`src/rtl/input_4x4_transform_if.sv`:
```
// Row-in / tile-out handshake bundle for the 4x4 Winograd input transform.
interface input_4x4_transform_if #(
    parameter int W = 16
);
    logic              in_valid;
    logic              in_ready;
    logic [4*W-1:0]    in_row;
    logic              out_valid;
    logic              out_ready;
    logic [16*W-1:0]   out_v;

    modport master (
        output in_valid, in_row, out_ready,
        input  in_ready, out_valid, out_v
    );

    modport slave (
        input  in_valid, in_row, out_ready,
        output in_ready, out_valid, out_v
    );
endinterface

```
`src/rtl/input_4x4_transform.sv`:
```
// Winograd F(2x2,3x3) input transform V = B^T d B, fed one tile row per beat.
// Define INPUT_TRANSFORM_SAT_EN to saturate results to W bits instead of wrapping.
module input_4x4_transform #(
    parameter int W = 16
) (
    input  logic                  clk,
    input  logic                  rstn,
    input_4x4_transform_if.slave  bus
);

`ifdef INPUT_TRANSFORM_SAT_EN
    localparam logic signed [W+1:0] SAT_MAX = {3'b000, {(W-1){1'b1}}};
    localparam logic signed [W+1:0] SAT_MIN = {3'b111, {(W-1){1'b0}}};
`endif

    function automatic logic [W-1:0] reduce_w(input logic signed [W+1:0] x);
`ifdef INPUT_TRANSFORM_SAT_EN
        if (x > SAT_MAX)
            return SAT_MAX[W-1:0];
        else if (x < SAT_MIN)
            return SAT_MIN[W-1:0];
        else
            return x[W-1:0];
`else
        return x[W-1:0];
`endif
    endfunction

    function automatic logic signed [W+1:0] sx(input logic signed [W:0] a);
        return {a[W], a};
    endfunction

    logic [1:0]          row_cnt_q, row_cnt_d;
    logic signed [W:0]   tbuf_q [4][4];
    logic signed [W:0]   tbuf_d [4][4];
    logic                out_valid_q, out_valid_d;
    logic [16*W-1:0]     out_v_q, out_v_d;

    logic signed [W:0]   lane_x [4];
    logic signed [W:0]   t_new  [4];
    logic signed [W+1:0] v_row  [4][4];
    logic                accept;
    logic                consume;

    // Only the final row of a tile can stall, and only while the previous tile is still held.
    assign bus.in_ready  = !(row_cnt_q == 2'd3 && out_valid_q && !bus.out_ready);
    assign accept        = bus.in_valid && bus.in_ready;
    assign consume       = out_valid_q && bus.out_ready;
    assign bus.out_valid = out_valid_q;
    assign bus.out_v     = out_v_q;

    always_comb begin
        for (int c = 0; c < 4; c++) begin
            lane_x[c] = {bus.in_row[W*c+W-1], bus.in_row[W*c +: W]};
        end

        t_new[0] = lane_x[0] - lane_x[2];
        t_new[1] = lane_x[1] + lane_x[2];
        t_new[2] = lane_x[2] - lane_x[1];
        t_new[3] = lane_x[1] - lane_x[3];

        // Row transform uses the buffered t0..t2 and the row-3 result arriving this cycle.
        for (int c = 0; c < 4; c++) begin
            v_row[0][c] = sx(tbuf_q[0][c]) - sx(tbuf_q[2][c]);
            v_row[1][c] = sx(tbuf_q[1][c]) + sx(tbuf_q[2][c]);
            v_row[2][c] = sx(tbuf_q[2][c]) - sx(tbuf_q[1][c]);
            v_row[3][c] = sx(tbuf_q[1][c]) - sx(t_new[c]);
        end

        row_cnt_d   = row_cnt_q;
        tbuf_d      = tbuf_q;
        out_valid_d = out_valid_q;
        out_v_d     = out_v_q;

        if (consume) begin
            out_valid_d = 1'b0;
        end

        if (accept) begin
            row_cnt_d = row_cnt_q + 2'd1;
            for (int c = 0; c < 4; c++) begin
                tbuf_d[row_cnt_q][c] = t_new[c];
            end
            if (row_cnt_q == 2'd3) begin
                out_valid_d = 1'b1;
                for (int r = 0; r < 4; r++) begin
                    for (int c = 0; c < 4; c++) begin
                        out_v_d[W*(4*r+c) +: W] = reduce_w(v_row[r][c]);
                    end
                end
            end
        end
    end

    always_ff @(posedge clk or negedge rstn) begin
        if (!rstn) begin
            row_cnt_q   <= 2'd0;
            out_valid_q <= 1'b0;
            out_v_q     <= '0;
            for (int r = 0; r < 4; r++) begin
                for (int c = 0; c < 4; c++) begin
                    tbuf_q[r][c] <= '0;
                end
            end
        end else begin
            row_cnt_q   <= row_cnt_d;
            out_valid_q <= out_valid_d;
            out_v_q     <= out_v_d;
            tbuf_q      <= tbuf_d;
        end
    end

endmodule

```
`src/flat_wrapper.sv`:
```
// flat-port wrapper written by rule: the top's interface ports become plain ports
module input_4x4_transform_flat 
#(
    parameter int W = 16
)
  (clk, rstn, bus_in_valid, bus_in_row, bus_out_ready, bus_in_ready, bus_out_valid, bus_out_v);
  input_4x4_transform_if #(.W(W)) bus_i ();
  input  logic clk;
  input  logic rstn;
  input wire logic [$bits(bus_i.in_valid)-1:0] bus_in_valid;
  input wire logic [$bits(bus_i.in_row)-1:0] bus_in_row;
  input wire logic [$bits(bus_i.out_ready)-1:0] bus_out_ready;
  output wire logic [$bits(bus_i.in_ready)-1:0] bus_in_ready;
  output wire logic [$bits(bus_i.out_valid)-1:0] bus_out_valid;
  output wire logic [$bits(bus_i.out_v)-1:0] bus_out_v;
  assign bus_i.in_valid = bus_in_valid;
  assign bus_i.in_row = bus_in_row;
  assign bus_i.out_ready = bus_out_ready;
  assign bus_in_ready = bus_i.in_ready;
  assign bus_out_valid = bus_i.out_valid;
  assign bus_out_v = bus_i.out_v;
  input_4x4_transform #(.W(W)) u_core (.clk(clk), .rstn(rstn), .bus(bus_i));
endmodule
```
`config.mk`:
```
export PLATFORM = sky130hd
export DESIGN_NAME = input_4x4_transform_flat
export DESIGN_NICKNAME = d
export VERILOG_FILES = /design/src/rtl/input_4x4_transform_if.sv /design/src/rtl/input_4x4_transform.sv /design/src/flat_wrapper.sv
export SDC_FILE = /design/constraint.sdc
export NUM_CORES = 1
export LEC_CHECK = 0
export CORE_MARGIN = 5
export CORE_UTILIZATION = 52
export CTS_CLUSTER_DIAMETER = 120
export DETAILED_ROUTE_END_ITERATION = 8
export GPL_TIMING_DRIVEN = 0
export PLACE_DENSITY = 0.79
export SLEW_MARGIN = 20
export SYNTH_ARGS = -nofsm -noshare
export SYNTH_HDL_FRONTEND = slang
export SYNTH_SLANG_ARGS = --single-unit
```
`constraint.sdc`:
```
create_clock -name clk -period 3.5 [get_ports clk]
set_clock_uncertainty 0.05 [all_clocks]
set_input_delay 0.7 -clock clk [delete_from_list [all_inputs] [get_ports clk]]
set_output_delay 0.7 -clock clk [all_outputs]
set_load 0.01 [all_outputs]
```
==> impl_metrics.json <==
{
  "status": "complete, but fails checks",
  "violations": "setup timing",
  "cp.required_ps": 3920,
  "grt_setup_unrepaired": "yes",
  "r2r_slack_ps": -530,
  "syn_area_sq_um": 29700,
  "yosysWarnings": 0,
  "hold_viol_final": 0,
  "peakVddDrop_uv": 509,
  "p_sw_frac": 0.459,
  "netlist-cell-type-count": 95,
  "yosys.area.top_type": "dfrtp_1",
  "dr.pass1.iters": 8,
  "ff_latch_area_sq_um": 11100,
  "grt_first_pass_wirelength_microns": 159000,
  "seqPwrFrac": 0.236,
  "clockBufferDepth": 3,
  "viasPerCell": 6.00,
  "ys_async_sr_fraction": 1.00,
  "drive_gt1_frac": 0.148,
  "post-route-period-util": 1.24,
  "clock-root-buffer": "clkbuf_16",
  "cts_sinks": 444,
  "fmax_mhz": 231,
  "end_kind": "flip-flop",
  "synth-seq-cells": 444,
  "grt_pass1_vias": 27200,
  "holdWs_ps": 422,
  "power.density_nw_per_um2": 1070,
  "drc": 0,
  "combinationalPowerShare": 0.622,
  "drtIter0Drc": 2783,
  "wl_microns": 107000,
  "die-area_sq_um": 62000,
  "fin_util": 0.683,
  "cts_tree": "yes",
  "relSlewSlack": 0.338,
  "fin_crit_ps": 4320,
  "p_switching_mw": 18.9,
  "num-nets-final": 4305,
  "post_synth.cell_area_avg_sq_um": 8.64,
  "fillers": 4254,
  "portBuffers": 325,
  "finalWorstSetupSlack_ps": -823,
  "crit_type": "input pin to flip-flop",
  "multi_input_area_sq_um": 18300,
  "drv_cap": 0,
  "path_max_fanout": 2,
  "slew_violations": 0,
  "routedWlPerCell_microns": 22.5,
  "core-area_sq_um": 56500,
  "grt_max_degree": 96,
  "path_clk_slew_ps": 60,
  "grt_util_all_layers": 0.326,
  "antenna_found_initial": 14,
  "die_w_microns": 249,
  "synth_top_cell_area_share": 0.374,
  "hp-class": "flip-flop to flip-flop",
  "p_int_mw": 22.3,
  "post-dp-hpwl_microns": 77300,
  "cp.arrival_ps": 4740,
  "syn_to_final_growth_pct": 30.0,
  "htreeDepth": 2,
  "ant_nets": 0,
  "ys_seq_area_frac": 0.374,
  "worst_pin_slew_ps": 993,
  "total_power_mw": 41.2,
  "die_y_microns": 249,
  "ioPinCount": 326,
  "synth_nets": 3791,
  "ys.flop_type": "dfrtp_1",
  "synth.area.top_cells": "dfrtp_1, ha_1, o21ai_0",
  "vias": 28500,
  "gp_congestion": 0.965,
  "p_leak_nw": 17.7,
  "power.clock.fraction": 0.142,
  "gr-total-overflow": 0,
  "syn_inst": 3435,
  "initial_core_util": 0.525,
  "cts_buffers": 51,
  "insertion_delay_ps": 610,
  "finalSetupViolations": 23,
  "std_cell_rows": 87,
  "timing.critical_path.from_type": "input pin",
  "synth_edf_count": 0
}
==> final cells by class <==
type                    count  share of cell area
multi-input cells        2523               0.474
flip-flops and latches    444               0.288
repair buffers            462               0.116
clock buffers              69              0.0390
inverters                 333              0.0336
well taps                 756              0.0245
plain buffers             134              0.0159
clock inverters            25             0.00846
diodes                      3            0.000195
==> power by group through the flow <==
stage / Combinational [mW] / Sequential, mW / Clock, mW
after detailed placement: 22.3 / 9.65 / 0
final: 25.6 / 9.72 / 5.86
after CTS: 23.9 / 9.61 / 5.87
after floorplan: 13.8 / 9.73 / 0
after global placement: 21.8 / 9.61 / 0
after global routing: 27.7 / 9.98 / 6.08
==> per-stage QoR <==
step	cells	area, sq um	TNS [ps]	setup slack (ps)
final	4749	38600	-9090	-823
after global routing	4746	38600	-11530	-866
after detailed placement	4521	34400	-435850	-2450
after CTS	4702	37600	-7540	-717
after floorplan	3435	30000	-8320	-807
after global placement	4516	34200	-8523330	-18210
==> synthesized netlist by cell type, types with 7 or more instances <==
cell,count
o2111ai_1,11
nor3_1,80
xor2_1,36
a21oi_1,138
o221ai_1,8
clkbuf_1,112
o211ai_1,19
a21o_1,34
nand3_1,44
o31ai_1,85
o21ai_1,9
buf_1,14
mux2i_1,13
nor2_1,127
nand2b_1,33
nor4_1,10
a211o_1,18
ha_1,268
or2_2,13
a211oi_1,37
inv_1,333
nor2b_1,43
fa_1,20
xnor2_1,155
o21ai_0,432
o21bai_1,25
and3_1,33
nand3b_1,14
mux2_2,10
dfrtp_1,444
nor3b_1,10
a31oi_1,19
and2_1,17
o21a_1,44
maj3_2,7
a2111oi_0,7
nand2_1,528
or3_1,13
maj3_1,12
a21boi_0,33
==> cell usage in the layout (no fill, tap or decap), types with 17 or more instances in the layout <==
master and instances:
xnor2_1 123, maj3_2 17, nor2_1 122, a21boi_1 18, clkbuf_2 33, a211oi_1 29
nand3_1 41, xor2_1 31, ha_1 246, a21oi_2 26, xnor2_2 24, a21oi_1 111
clkbuf_1 80, buf_4 121, o31ai_1 83, o21a_1 43, a211o_1 17, ha_4 17
o21bai_1 25, clkdlybuf4s50_1 301, a21o_1 34, dfrtp_1 436, o211ai_1 19, and3_1 33
clkbuf_16 52, nand2b_1 31, buf_6 17, o21ai_0 369, nor3_1 75, o21ai_1 50
o21ai_2 22, inv_1 315, nor2b_1 36, nand2_1 527
==> worst paths after layout <==
check                                      startpoint  cells after the start                     to
worst max-delay path                    bus_in_row[0]                     19  u_core.bus.out_v[206]
worst min-delay path            u_core.bus.out_v[225]                      2  u_core.bus.out_v[225]
worst max register to register     u_core.tbuf_q[187]                     16  u_core.bus.out_v[206]
worst min register to register  u_core.bus.out_v[225]                      2  u_core.bus.out_v[225]
max in group asynchronous                        rstn                      5     u_core.tbuf_q[171]
min in group asynchronous                        rstn                      2   u_core.bus.out_v[57]
==> layer usage <==
| metal | vias to the layer above | share of wire | GRT usage |
|---|---|---|---|
| met5 | - | 0.0011 | 0 |
| met4 | 18 | 0.060 | 0.165 |
| met3 | 349 | 0.096 | 0.0779 |
| met2 | 1412 | 0.45 | 0.517 |
| met1 | 13800 | 0.39 | 0.418 |
| li1 | 12900 | - | - |
==> registers in the layout, summed over array words and instances (netlist names) <==
signal / cells
u_core.row_cnt_q: 2
u_core.tbuf_q: 189
u_core.bus.out_valid: 1
u_core.bus.out_v: 252
==> worst max-delay path, cell delays in order <==
cell and delay (ps):
buf_8 110, inv_12 40, ha_4 120, inv_2 30, fa_2 570, inv_4 40, fa_2 350, a21o_1 170
a21o_1 180, a21o_1 180, maj3_2 330, maj3_2 330, o221ai_2 220, nand3_2 120, a221o_1 320, a222oi_1 350
a211o_1 190, xor2_2 270, o21ai_1 90
==> kinds of logic (layout without fill, tap and decap cells) <==
| logic type | after synthesis | count (layout) | share of synthesized area |
|---|---|---|---|
| XOR/XNOR | 195 | 195 | 0.0593 |
| adder cells (fa/ha/maj) | 307 | 307 | 0.133 |
| multiplexers | 23 | 23 | 0.00818 |
| other | 0 | 3 | 0 |
| AND/OR/NAND/NOR | 994 | 994 | 0.152 |
| buffers and inverters | 468 | 1023 | 0.0601 |
| AO/OA/AOI/OAI | 1004 | 1004 | 0.213 |
| flip-flops | 444 | 444 | 0.374 |
==> repair_timing <==
item / CTS / global route
resized for setup: 267 / 194
buffers inserted: 88 / 50
endpoints found under the hold margin: 51 / 0
hold buffers: 1 / 0
endpoints found under the setup margin: 303 / 159
pin swaps: 122 / 123
(Power assumes the default switching activity.)
